## src/rtl/scr1_timer_arb_pkg.sv

```systemverilog
// Shared types for the timer arbiter: SCR1 data-memory interface types,
// the arbiter FSM states, the master index and the default timeout.
package scr1_timer_arb_pkg;

    localparam int unsigned SCR1_DMEM_AWIDTH            = 32;
    localparam int unsigned SCR1_DMEM_DWIDTH            = 32;
    localparam int unsigned SCR1_TIMER_ARB_TIMEOUT_DFLT = 16;

    typedef enum logic {
        SCR1_MEM_CMD_RD = 1'b0,
        SCR1_MEM_CMD_WR = 1'b1
    } type_scr1_mem_cmd_e;

    typedef enum logic [1:0] {
        SCR1_MEM_WIDTH_BYTE  = 2'b00,
        SCR1_MEM_WIDTH_HWORD = 2'b01,
        SCR1_MEM_WIDTH_WORD  = 2'b10,
        SCR1_MEM_WIDTH_ERROR = 2'b11
    } type_scr1_mem_width_e;

    typedef enum logic [1:0] {
        SCR1_MEM_RESP_NOTRDY = 2'b00,
        SCR1_MEM_RESP_RDY_OK = 2'b01,
        SCR1_MEM_RESP_RDY_ER = 2'b10
    } type_scr1_mem_resp_e;

    typedef enum logic {
        SCR1_TIMER_ARB_IDLE = 1'b0,
        SCR1_TIMER_ARB_BUSY = 1'b1
    } type_scr1_timer_arb_state_e;

    // Master index: 0 = core data port, 1 = system/debug bus
    typedef logic type_scr1_timer_arb_idx_t;

    // Request payload carried from a master to the timer
    typedef struct packed {
        type_scr1_mem_cmd_e            cmd;
        type_scr1_mem_width_e          width;
        logic [SCR1_DMEM_AWIDTH-1:0]   addr;
        logic [SCR1_DMEM_DWIDTH-1:0]   wdata;
    } type_scr1_timer_arb_req_s;

endpackage : scr1_timer_arb_pkg

```

## src/rtl/scr1_rr_arb2.sv

```systemverilog
// Two-way round-robin pick: the lone requester, or prio on a tie.
module scr1_rr_arb2
    import scr1_timer_arb_pkg::*;
(
    input  logic [1:0]               req,
    input  type_scr1_timer_arb_idx_t prio,
    output type_scr1_timer_arb_idx_t sel,
    output logic                     valid
);

    // Select winner from the request vector
    always_comb begin
        valid = |req;
        sel   = 1'b0;
        case (req)
            2'b01:   sel = 1'b0;
            2'b10:   sel = 1'b1;
            2'b11:   sel = prio;
            default: sel = 1'b0;
        endcase
    end

endmodule : scr1_rr_arb2

```

## src/rtl/scr1_timer_arb.sv

```systemverilog
// Two-master round-robin arbiter in front of the timer data-memory port.
// Optional BUSY-state response timeout: SCR1_TIMER_ARB_TIMEOUT_EN.
module scr1_timer_arb
    import scr1_timer_arb_pkg::*;
#(
    parameter int unsigned TIMEOUT_CYCLES = SCR1_TIMER_ARB_TIMEOUT_DFLT
) (
    input  logic                        clk,
    input  logic                        rst,
    // Master 0 (core data port)
    input  logic                        m0_req,
    input  type_scr1_mem_cmd_e          m0_cmd,
    input  type_scr1_mem_width_e        m0_width,
    input  logic [SCR1_DMEM_AWIDTH-1:0] m0_addr,
    input  logic [SCR1_DMEM_DWIDTH-1:0] m0_wdata,
    output logic                        m0_req_ack,
    output logic [SCR1_DMEM_DWIDTH-1:0] m0_rdata,
    output type_scr1_mem_resp_e         m0_resp,
    // Master 1 (system/debug bus)
    input  logic                        m1_req,
    input  type_scr1_mem_cmd_e          m1_cmd,
    input  type_scr1_mem_width_e        m1_width,
    input  logic [SCR1_DMEM_AWIDTH-1:0] m1_addr,
    input  logic [SCR1_DMEM_DWIDTH-1:0] m1_wdata,
    output logic                        m1_req_ack,
    output logic [SCR1_DMEM_DWIDTH-1:0] m1_rdata,
    output type_scr1_mem_resp_e         m1_resp,
    // Timer target
    output logic                        t_req,
    output type_scr1_mem_cmd_e          t_cmd,
    output type_scr1_mem_width_e        t_width,
    output logic [SCR1_DMEM_AWIDTH-1:0] t_addr,
    output logic [SCR1_DMEM_DWIDTH-1:0] t_wdata,
    input  logic                        t_req_ack,
    input  logic [SCR1_DMEM_DWIDTH-1:0] t_rdata,
    input  type_scr1_mem_resp_e         t_resp
);

    if ((TIMEOUT_CYCLES < 2) || (TIMEOUT_CYCLES > 1024)) begin : g_bad_timeout
        $error("scr1_timer_arb: TIMEOUT_CYCLES must be in 2..1024");
    end

    type_scr1_timer_arb_state_e  r_state;
    type_scr1_timer_arb_state_e  w_state_next;
    type_scr1_timer_arb_idx_t    r_gnt;
    type_scr1_timer_arb_idx_t    r_prio;
    type_scr1_timer_arb_idx_t    w_sel;
    logic                        w_valid;
    logic                        w_accept;
    logic                        w_timeout;
    type_scr1_timer_arb_req_s    w_m0_pl;
    type_scr1_timer_arb_req_s    w_m1_pl;
    type_scr1_timer_arb_req_s    w_sel_pl;
    type_scr1_mem_resp_e         w_resp;
    logic [SCR1_DMEM_DWIDTH-1:0] w_rdata;

    assign w_m0_pl  = '{cmd: m0_cmd, width: m0_width, addr: m0_addr, wdata: m0_wdata};
    assign w_m1_pl  = '{cmd: m1_cmd, width: m1_width, addr: m1_addr, wdata: m1_wdata};
    assign w_sel_pl = w_sel ? w_m1_pl : w_m0_pl;
    assign w_accept = (r_state == SCR1_TIMER_ARB_IDLE) && w_valid && t_req_ack;

    scr1_rr_arb2 u_rr_arb2 (
        .req   ({m1_req, m0_req}),
        .prio  (r_prio),
        .sel   (w_sel),
        .valid (w_valid)
    );

`ifdef SCR1_TIMER_ARB_TIMEOUT_EN
    localparam int unsigned CNT_W = $clog2(TIMEOUT_CYCLES);

    logic [CNT_W-1:0] r_cnt;

    assign w_timeout = (r_state == SCR1_TIMER_ARB_BUSY)
                    && (r_cnt == CNT_W'(TIMEOUT_CYCLES - 1))
                    && (t_resp == SCR1_MEM_RESP_NOTRDY);

    // BUSY cycle counter, cleared on every accept
    always_ff @(posedge clk or posedge rst) begin
        if (rst) begin
            r_cnt <= '0;
        end else if (w_accept) begin
            r_cnt <= '0;
        end else if (r_state == SCR1_TIMER_ARB_BUSY) begin
            r_cnt <= r_cnt + CNT_W'(1);
        end
    end
`else
    assign w_timeout = 1'b0;
`endif

    // FSM state register
    always_ff @(posedge clk or posedge rst) begin
        if (rst) begin
            r_state <= SCR1_TIMER_ARB_IDLE;
        end else begin
            r_state <= w_state_next;
        end
    end

    // Grant and round-robin priority, updated on accept
    always_ff @(posedge clk or posedge rst) begin
        if (rst) begin
            r_gnt  <= 1'b0;
            r_prio <= 1'b0;
        end else if (w_accept) begin
            r_gnt  <= w_sel;
            r_prio <= ~w_sel;
        end
    end

    // Next state, request forwarding and response routing
    always_comb begin
        w_state_next = r_state;
        t_req        = 1'b0;
        t_cmd        = SCR1_MEM_CMD_RD;
        t_width      = SCR1_MEM_WIDTH_BYTE;
        t_addr       = '0;
        t_wdata      = '0;
        m0_req_ack   = 1'b0;
        m1_req_ack   = 1'b0;
        m0_resp      = SCR1_MEM_RESP_NOTRDY;
        m1_resp      = SCR1_MEM_RESP_NOTRDY;
        m0_rdata     = '0;
        m1_rdata     = '0;
        w_resp       = SCR1_MEM_RESP_NOTRDY;
        w_rdata      = '0;

        case (r_state)
            SCR1_TIMER_ARB_IDLE: begin
                if (w_valid) begin
                    t_req   = 1'b1;
                    t_cmd   = w_sel_pl.cmd;
                    t_width = w_sel_pl.width;
                    t_addr  = w_sel_pl.addr;
                    t_wdata = w_sel_pl.wdata;
                    if (w_sel) begin
                        m1_req_ack = t_req_ack;
                    end else begin
                        m0_req_ack = t_req_ack;
                    end
                    if (t_req_ack) begin
                        w_state_next = SCR1_TIMER_ARB_BUSY;
                    end
                end
            end
            SCR1_TIMER_ARB_BUSY: begin
                if (t_resp != SCR1_MEM_RESP_NOTRDY) begin
                    w_resp       = t_resp;
                    w_rdata      = t_rdata;
                    w_state_next = SCR1_TIMER_ARB_IDLE;
                end else if (w_timeout) begin
                    w_resp       = SCR1_MEM_RESP_RDY_ER;
                    w_state_next = SCR1_TIMER_ARB_IDLE;
                end
            end
        endcase

        if (r_gnt) begin
            m1_resp  = w_resp;
            m1_rdata = w_rdata;
        end else begin
            m0_resp  = w_resp;
            m0_rdata = w_rdata;
        end
    end

endmodule : scr1_timer_arb

```

## config.mk

```make
export PLATFORM = sky130hd
export DESIGN_NAME = scr1_timer_arb
export DESIGN_NICKNAME = d
export VERILOG_FILES = /design/src/rtl/scr1_timer_arb_pkg.sv /design/src/rtl/scr1_rr_arb2.sv /design/src/rtl/scr1_timer_arb.sv
export SDC_FILE = /design/constraint.sdc
export NUM_CORES = 1
export LEC_CHECK = 0
export BUFFER_PORTS_ARGS = -buffer_cell sky130_fd_sc_hd__buf_2
export CAP_MARGIN = 10
export CORE_AREA = 5 5 119 121
export DETAILED_ROUTE_END_ITERATION = 6
export DIE_AREA = 0 0 124 126
export GPL_ROUTABILITY_DRIVEN = 0
export RECOVER_POWER = 50
export SETUP_SLACK_MARGIN = 0.1
export SLEW_MARGIN = 15
export SYNTH_ARGS = -nofsm -noshare
export SYNTH_HDL_FRONTEND = slang
export SYNTH_SLANG_ARGS = --single-unit
```

## constraint.sdc

```tcl
create_clock -name clk -period 1.95 [get_ports clk]
set_clock_uncertainty 0.2 [all_clocks]
set_input_delay 0.0975 -clock clk [delete_from_list [all_inputs] [get_ports clk]]
set_output_delay 0.0975 -clock clk [all_outputs]
set_load 0.02 [all_outputs]
```

==> results of run 1 <==
==> how the worst max path moves through the flow <==
stage / startpoint / end / slack (ns) / cells after the start
final: r_prio / t_addr[6] / 0.08 / 4
after CTS: r_state / t_addr[24] / 0.1 / 4
after floorplan: r_gnt / m0_rdata[10] / 0.29 / 4
after detailed placement: r_state / m1_rdata[21] / 0.20 / 5
after global routing: r_state / t_wdata[4] / 0.02 / 4
after global placement: r_state / m1_rdata[0] / 0.23 / 5
==> placed cells by master (no fill, tap or decap), types with 2 or more instances in the layout <==
master,synthesis,final
and3_1,2,2
inv_1,3,3
and2_1,32,32
o32ai_2,19,21
nand2b_1,136,135
dfrtp_1,3,2
buf_2,17,237
dlygate4sd3_1,0,3
buf_4,1,14
clkbuf_1,21,47
nor3b_1,32,30
nor3b_2,0,2
buf_8,0,2
clkbuf_2,3,18
buf_12,0,3
nor2_1,6,5
clkbuf_16,0,3
o32ai_1,48,46
==> cell families after synthesis <==
kind of cell,after synthesis
AND/OR/NAND/NOR,212
AO/OA/AOI/OAI,71
buffers and inverters,53
flip-flops,3
multiplexers,1
==> layer usage <==
layer	wire length, um	vias up	track usage, %
met1	4650	1590	16.1
li1	-	1773	-
met5	0	-	0
met2	6080	189	25.0
met3	1230	4	2.65
met4	87	0	2.71
==> synth_stat cells, drive strengths merged <==
cell	number	share of area, %
and3b	1	0.35
mux2i	1	0.40
and3	2	0.50
a21bo	1	0.40
o211a	1	0.40
inv	4	0.60
nor3b	32	9.7
dfrtp	3	3.0
o2bb2ai	1	0.35
o32ai	67	29
nand2b	136	34
buf	25	6.9
nor3	1	0.20
nor2b	1	0.25
o22a	1	0.35
nor2	6	0.91
and2	32	8.1
clkbuf	24	3.8
nand3b	1	0.30
==> power breakdown <==
part | total (mW) | leakage [nW] | internal [mW] | switching, mW
Clock | 0.325 | 0.0382 | 0.270 | 0.0556
Sequential | 0.0919 | 0.0345 | 0.0747 | 0.0172
Combinational | 1.57 | 1.98 | 0.656 | 0.916
Total | 1.99 | 2.05 | 1.00 | 0.989
==> state kept, by name, summed over array words and instances (netlist names) <==
name	cells
r_gnt	1
r_prio	1
r_state	1
==> repair_timing <==
| action | 4_1_cts | 5_1_grt |
|---|---|---|
| gates resized for setup | 3 | 21 |
| setup endpoints to repair | 32 | 93 |
| pin swaps | 0 | 0 |
| endpoints found under the hold margin | 4 | 0 |
| cloned | 0 | 0 |
| hold buffers | 3 | 0 |
==> worst register-to-register path, stage by stage (launching register included) <==
cell and delay [ns]:
dfrtp_2 0.43, buf_12 0.19, nand3b_1 0.21, dlygate4sd3_1 0.56, mux2i_1 0.12
==> final cells by class <==
class	instances	area (um2)
Tap cell	176	220
Fill cell	1417	8740
Inverter	4	15.0
Timing Repair Buffer	324	1690
Sequential cell	3	76.3
Clock buffer	4	78.8
Multi-Input combinational cell	284	2170
==> stage by stage <==
step	cell area, um2	hold WS [ns]	cells	utilization (%)	total power, mW
floorplan	2490	-0.349	340	-	1.13
global placement	4120	-0.229	788	31.8	1.66
detailed placement	4120	-0.227	788	31.8	1.66
CTS	4240	0.0377	795	32.7	2.01
global route	4240	0.0724	795	32.7	2.13
finish	4240	0.0293	795	32.7	1.99
==> metrics.md, run 1 <==
| Metric | Value |
|---|---|
| # setup viols final | 0 |
| Number of antenna violations at the first check in global routing | 0 |
| CP max stage cell | dfrtp_1 |
| IO buf count | 310 |
| WP buf/inv | 2 |
| Clk sinks | 3 |
| Cell count after synthesis | 340 |
| CTS H-tree depth | 1 |
| Vias | roughly 3.6k |
| Crit-path leading delay family | buffers and inverters |
| Die area | 15600 um2 |
| Die width | 124 um |
| Relative slew slack | 69.9% |
| R2R Setup Slk | approximately 0.17 ns |
| Setup crit end kind | primary output |
| Critical setup path kind | register to primary output |
| Fmax | between 500 and 600 MHz |
| Worst reg2reg path depth | 4 |
| Worst hold start | m0_req |
| First-iteration detailed-routing DRC count | 96 |
| Synth Cell Area | 2490 um2 |
| RSZ-0062 raised after global routing | yes |
| MaxCap Viol Count | 0 |
| Antenna Cells | 0 |
| Hold crit path type | input port to register |
| Post-synthesis register bit count | 3 |
| Max-slew violation count | 0 |
| CTS max path bufs | 2 |
| Mux cell area share after synthesis | 0.403% |
| Rows | 42 |
| Worst Tran Pin Value | 0.452 ns |
| Final hold violations | 0 |
| RR Endpoint | r_prio |
| Hold endpoint | r_state |
| Vias per inst | approximately 4.5 |
| Net Count, Synth | 513 |
| Yosys warnings | 0 |
| Total wire length | 12.1 mm |
| Netlist cell types | 24 |
| Worst EP required | 1.65 ns |
| Syn Area/Cell | 7.31 um2 |
| Synth Area in Compound Gates | 30.9% |
| Peak supply drop | 280 uV |
| Total iterations of the first detailed-routing run | 5 |
| Die Height | ~130 um |
| Setup TNS | 0 ns |
| Post-synthesis simple-gate area fraction | 54.5% |
| Dpl ws | 0.201 ns |
| Count of boundary I/O pins | 311 |
| Post-route ant nets | 0 |
| DP HPWL | 9.58 mm |
| Hold Crit Depth | 3 |
| PwrDens | 469 nW/um2 |
| Clock transition at path regs | ~0.03 ns |
| Tmin final | 1.87 ns |
| Final WS setup | 0.0822 ns |
| Worst path max stage delay | 0.42 ns |
| Vias in the first global route | 3389 |
| CTS tree | yes |
| Initial Util | around a fifth |
| Leakage | 2.05 nW |
| Worst path cell trace | a21bo_2 -> buf_12 -> o32ai_1 -> clkbuf_1 |
| Global route overflow | 0 |
| Critical Path Source Type | register |
| Area grow syn2layout | 70.7% |
| Layout cells sized above 1 | 49.6% |
| Main combinational cell family by area after synthesis | simple AND/OR/NAND/NOR gates |
| Crit-path max FO | 58 |
| DRC viols | 0 |
| Post-Synth Adder-Cell Area | 0% |
| GRT Total Usage | ~14% |
| Largest net degree at the start of global routing | 106 |
| First-pass GRT wire length | 17.4 mm |
| WL per Instance | 15.2 um |
| Outcome | finished clean |
| Nets@finish | approximately 800 |
| Worst r2r src | r_state |
| CP arrival | 1.57 ns |
| Core Area | roughly 13000 um2 |
| Clock latency on the worst-skew pair | 0.22 ns |
| CTS root buf | clkbuf_16 |
| Synth Area in XOR/XNOR | 0% |
| Cts bufs inserted | 3 |
| Final Cycle Share | 95.8% |
| Post-synthesis sequential area ratio | under 10% |
| Post-CTS Setup Bufs | 0 |
No activity file was read; power rests on OpenSTA's default activity.
==> run 2, diff against run 1 <==
--- a/config.mk
+++ b/config.mk
@@ -12,7 +12,8 @@
 export DIE_AREA = 0 0 124 126
 export GPL_ROUTABILITY_DRIVEN = 0
 export RECOVER_POWER = 50
-export SETUP_SLACK_MARGIN = 0.1
+export REMOVE_ABC_BUFFERS = 1
+export SETUP_SLACK_MARGIN = 0.2
 export SLEW_MARGIN = 15
 export SYNTH_ARGS = -nofsm -noshare
 export SYNTH_HDL_FRONTEND = slang
==> run 2 against run 1 <==
Against the previous run:
- largest cell class unchanged
- design area is 29% higher
- critical path depth up 1
- combinational power rose by 36%
- register-to-register slack improved by 0.28 ns
- wire length up 17%
- die area unchanged
- sequential share of layout area fell by 0.38 points
- global-route usage decreased by 0.41 points
- first-iteration DRC count is 8.3% higher
- hold slack gained 0.0043 ns
- clock power up 1%
==> metrics.md, run 2 (synthesized netlist as in run 1, its figures left out) <==
| Metric | Value |
|---|---|
| Outcome | finished clean |
| M2 GR Usage | 22.4% |
| CTS root buf | clkbuf_16 |
| Psw | roughly 1.2 mW |
| Die area | 15600 um2 |
| Max-slew violation count | 0 |
| Most frequent cells in the layout | 211 x buf_2, 120 x nand2b_1, 83 x buf_4, 56 x o32ai_2, 28 x buf_6 |
| Vias in the first global route | 3421 |
| Vias per inst | 4.61 |
| Post-route ant nets | 0 |
| Layout cells sized above 1 | approximately 73% |
| Clock latency on the worst-skew pair | 0.23 ns |
| GRT Total Usage | 13.2% |
| Comb power frac | 83.4% |
| Final Cycle Share | 97.7% |
| Core Area | around 13000 um2 |
| Global route overflow | 0 |
| WL per Instance | 17.4 um |
| Sequential Power Share | 3.7% |
| CP arrival | approximately 1.6 ns |
| Met1 usage | 17.6% |
| Met3 Track Usage GR | ~3.5% |
| Die width | approximately 120 um |
| CTS max path bufs | 2 |
| Regs by FF count | r_gnt: 1 flops, r_prio: 1 flops, r_state: 1 flops |
| Critical setup path kind | register to primary output |
| CTS tree | yes |
| DRC viols | 0 |
| First-pass GRT wire length | 17.0 mm |
| Area grow syn2layout | 121% |
| Net Sw Frac | 46.6% |
| Final WS setup | 0.0448 ns |
| Largest net degree at the start of global routing | 94 |
| Initial Util | 19.2% |
| Nets@finish | between 800 and 900 |
| Number of antenna violations at the first check in global routing | 0 |
| Leakage | 2.62 nW |
| Count of boundary I/O pins | 311 |
| Rows | 42 |
| Setup crit end kind | primary output |
| Internal cell power | 1.36 mW |
| Fmax | 525 MHz |
| IO buf count | a little over 300 |
| Total iterations of the first detailed-routing run | 4 |
| Die Height | 126 um |
| CTS H-tree depth | 1 |
| Placed insts | 789 |
| Total wire length | 14.1 mm |
| Clock transition at path regs | about 0.03 ns |
| Worst Tran Pin Value | 0.526 ns |
| Peak supply drop | 268 uV |
| Busiest grt layer | met2 |
| Antenna Cells | 0 |
| Hold crit path type | input port to register |
| Crit-path max FO | 11 |
| Hold Slack | 0.0337 ns |
| PwrDens | 466 nW/um2 |
| Fin cells | 808 |
| Vias | 3723 |
| RSZ-0062 raised after global routing | yes |
| Utilization after layout | 42.2% |
| Final hold violations | 0 |
| Dpl ws | 0.165 ns |
| Most common cell after layout, fill and taps aside | buf_2 |
| DP HPWL | 9.33 mm |
| Tmin final | 1.91 ns |
| Clock power frac | 12.9% |
| Cts bufs inserted | 3 |
| Worst EP required | 1.65 ns |
| # setup viols final | 0 |
| Relative slew slack | 64.9% |
| Critical Path Source Type | register |
| First-iteration detailed-routing DRC count | 104 |
| Clk sinks | 3 |
| MaxCap Viol Count | 0 |
run 2: power by group through the flow:
stage	registers [mW]	clock network, mW	logic (mW)
after global placement	0.0943	0	1.61
after CTS	0.0917	0.333	1.66
final	0.0947	0.329	2.13
after floorplan	0.119	0	0.928
after global routing	0.0972	0.345	2.26
after detailed placement	0.0948	0	1.61
run 2: critical path: stages (launching register included):
cell and delay (ns):
dfrtp_2 0.45, buf_4 0.17, buf_6 0.14, nand2b_1 0.17, o32ai_2 0.25, buf_4 0.19
run 2: stage by stage:
step,instance area [um2],total power [mW],setup TNS [ns]
floorplan,2220,1.05,-227.99
global placement,4210,1.70,0
detailed placement,4210,1.71,0
CTS,4390,2.08,0
global route,5480,2.70,-0.0436
finish,5480,2.55,0
run 2: worst paths after layout:
path	startpoint	to	slack [ns]	cells after the start
min in group asynchronous	rst	r_gnt	0.10	3
worst max register to register	r_state	r_gnt	0.45	4
max in group asynchronous	rst	r_prio	1.28	3
worst max-delay path	r_state	t_addr[25]	0.04	5
worst min register to register	r_prio	r_prio	0.32	1
worst min-delay path	t_resp[0]	r_state	0.03	3
run 2: layer usage:
| layer | up-vias | share of wire (%) |
|---|---|---|
| li1 | 1806 | - |
| met1 | 1747 | 40 |
| met2 | 164 | 51 |
| met3 | 6 | 7.9 |
| met4 | 0 | 0.50 |
| met5 | - | 0 |
run 2: cell type report:
cell class | instances | area, um2
Timing Repair Buffer | 337 | 2290
Multi-Input combinational cell | 284 | 2810
Fill cell | 1321 | 7500
Inverter | 4 | 15.0
Clock buffer | 4 | 78.8
Tap cell | 176 | 220
Sequential cell | 3 | 77.6
run 2: what timing repair did:
item | CTS | global route
endpoints found under the hold margin | 4 | 0
endpoints found under the setup margin | 132 | 134
gates resized for setup | 20 | 214
hold buffers | 3 | 0
pin swaps | 0 | 7
cloned | 0 | 6
buffers inserted | 1 | 5
==> run 3, diff against run 2 <==
--- a/config.mk
+++ b/config.mk
@@ -11,6 +11,7 @@
 export DETAILED_ROUTE_END_ITERATION = 6
 export DIE_AREA = 0 0 124 126
 export GPL_ROUTABILITY_DRIVEN = 0
+export PLACE_DENSITY = 0.61
 export RECOVER_POWER = 50
 export REMOVE_ABC_BUFFERS = 1
 export SETUP_SLACK_MARGIN = 0.2
==> run 3 against run 2 <==
Against the previous run:
- via count rose by 1.8%
- design area shrank 8.3%
- global-route usage is 1.0 points higher
- first-iteration DRC count is 33% higher
- wire length decreased by 1.8%
- sequential share of layout area increased by 0.13 points
- sequential power is 2% lower
==> metrics.md, run 3 (synthesized netlist as in run 1, its figures left out) <==
| Metric | Value |
|---|---|
| Fmax | 539 MHz |
| First-pass GRT wire length | approximately 18 mm |
| Setup crit end kind | primary output |
| Critical setup path kind | register to primary output |
| Number of antenna violations at the first check in global routing | 1 |
| Tmin final | 1.86 ns |
| Worst reg2reg path depth | 4 |
| Critical path endpoint | t_wdata[20] |
| Core Area | 13000 um2 |
| Regs by FF count | r_gnt: 1 flops, r_prio: 1 flops, r_state: 1 flops |
| DP HPWL | 10.0 mm |
| Clk sinks | 3 |
| Outcome | finished clean |
| WL per Instance | 17.0 um |
| CP max stage cell | dfrtp_2 |
| Nets@finish | 812 |
| Setup TNS | 0 ns |
| Peak supply drop | 348 uV |
| RSZ-0062 raised after global routing | yes |
| Worst Tran Pin Value | 0.492 ns |
| Worst path max stage delay | approximately 0.41 ns |
| Initial Util | 19.2% |
| Post-route ant nets | 0 |
| Final hold violations | 0 |
| IO buf count | 310 |
| Final Cycle Share | 95.1% |
| Vias in the first global route | 3622 |
| Worst Setup SP | r_state |
| Die Height | between 100 and 150 um |
| R2R Setup Slk | 0.50 ns |
| Antenna Cells | 0 |
| Most frequent cells in the layout | 206 x buf_2, 124 x nand2b_1, 60 x buf_4, 56 x o32ai_2, 46 x clkbuf_1 |
| Vias per inst | 4.65 |
| Clock power frac | 13.3% |
| Critical Path Source Type | register |
| Crit-path max FO | 21 |
| Cell mode on critical path | buf_12 |
| # setup viols final | 0 |
| Count of boundary I/O pins | 311 |
| CP arrival | 1.56 ns |
| DRC viols | 0 |
| Clock latency on the worst-skew pair | 0.22 ns |
| Largest net degree at the start of global routing | 83 |
| Cts bufs inserted | 3 |
| CTS max path bufs | 2 |
| Hold crit path type | input port to register |
| MaxCap Viol Count | 0 |
| Total iterations of the first detailed-routing run | 4 |
| Worst EP required | 1.65 ns |
| Total wire length | approximately 14 mm |
| Sequential Power Share | 3.9% |
| Global route overflow | 0 |
| Dpl ws | approximately 0.24 ns |
| CTS H-tree depth | 1 |
| Die area | 15600 um2 |
| Rows | 42 |
| Net Sw Frac | 47.6% |
| GRT Total Usage | 14.2% |
| Comb power frac | 82.8% |
| Tot Pwr | 2.40 mW |
| Hold Crit Depth | 3 |
| Worst r2r src | r_state |
| Placed cell areas | 4210 um2 |
| Most common cell after layout, fill and taps aside | buf_2 |
| Final Cell Area | 5030 um2 |
| Layout cells sized above 1 | between 50 and 60% |
| Cell depth of the worst setup path | 5 |
| RR Endpoint | r_gnt |
| Utilization after layout | 38.8% |
| Psw | between 1 and 1.5 mW |
| CTS tree | yes |
| PwrDens | 476 nW/um2 |
| Die width | approximately 120 um |
| CTS root buf | clkbuf_16 |
| Area grow syn2layout | 102% |
| Internal cell power | 1.26 mW |
| Final WS setup | 0.0949 ns |
| Leakage | 2.33 nW |
| Worst path cell trace | buf_12 -> buf_12 -> nand2b_1 -> o32ai_2 -> buf_4 |
| WP buf/inv | 3 |
| Clock transition at path regs | roughly 0.03 ns |
| Max-slew violation count | 0 |
| Relative slew slack | about two thirds |
| First-iteration detailed-routing DRC count | 138 |
| Vias | 3789 |
| Crit-path leading delay family | buffers and inverters |
## run 3: changes by cell type in the layout (fill, tap and decap cells not counted), moves of 7 or more
cell      previous run  this run
nor3b_2             21         5
buf_4               83        60
and2_4              15         0
and2_0               0         7
and2_1              17        25
clkbuf_2             0        10
nor3b_1              6        27
clkbuf_1             1        46
buf_6               28         4
## run 3: worst reg2reg max path: stages (launching register included)
cell      delay [ns]
dfrtp_2         0.37
clkbuf_4        0.22
clkbuf_4        0.16
and3b_1         0.18
o22a_1          0.20
## run 3: what timing repair did
action                                  CTS  global route
gates resized for setup                  23           116
endpoints found under the hold margin     5             0
endpoints found under the setup margin  130           129
cloned                                    0             6
pin swaps                                 0             3
hold buffers                              3             0
setup buffers                             5             2
## run 3: power groups by stage
stage / Sequential (mW) / Clock, mW / Combinational, mW
after detailed placement: 0.0938 / 0 / 1.61
after floorplan: 0.119 / 0 / 0.928
after global placement: 0.0906 / 0 / 1.61
after global routing: 0.0971 / 0.339 / 2.12
after CTS: 0.0921 / 0.325 / 1.69
final: 0.0932 / 0.319 / 1.98
## run 3: worst min-delay path by stage
stage	start	end	slack, ns
after floorplan	rst	r_gnt	-0.35
after global placement	rst	r_prio	-0.23
after detailed placement	rst	r_prio	-0.22
after CTS	m0_req	r_state	0.006
after global routing	m0_req	r_state	0.07
final	m0_req	r_state	0.005
## run 3: stage by stage
stage / instances / hold slack (ns)
2_1_floorplan: 291 / -0.349
3_3_place_gp: 794 / -0.228
3_5_place_dp: 794 / -0.225
4_1_cts: 806 / 0.00641
5_1_grt: 814 / 0.0683
6_report: 814 / 0.00499
## run 3: final cells by class
cell class                      instances  area (um2)
Fill cell                            1375        7950
Multi-Input combinational cell        285        2590
Timing Repair Buffer                  342        2050
Tap cell                              176         220
Clock buffer                            4        78.8
Sequential cell                         3        77.6
Inverter                                4        15.0
## run 3: per-layer routing
metal	up-vias	part of all wire (%)	GRT usage, %
met5	-	0.094	0
met2	189	51	25.1
met4	2	1.1	2.45
met3	16	9.0	3.68
li1	1821	-	-
met1	1761	39	17.3
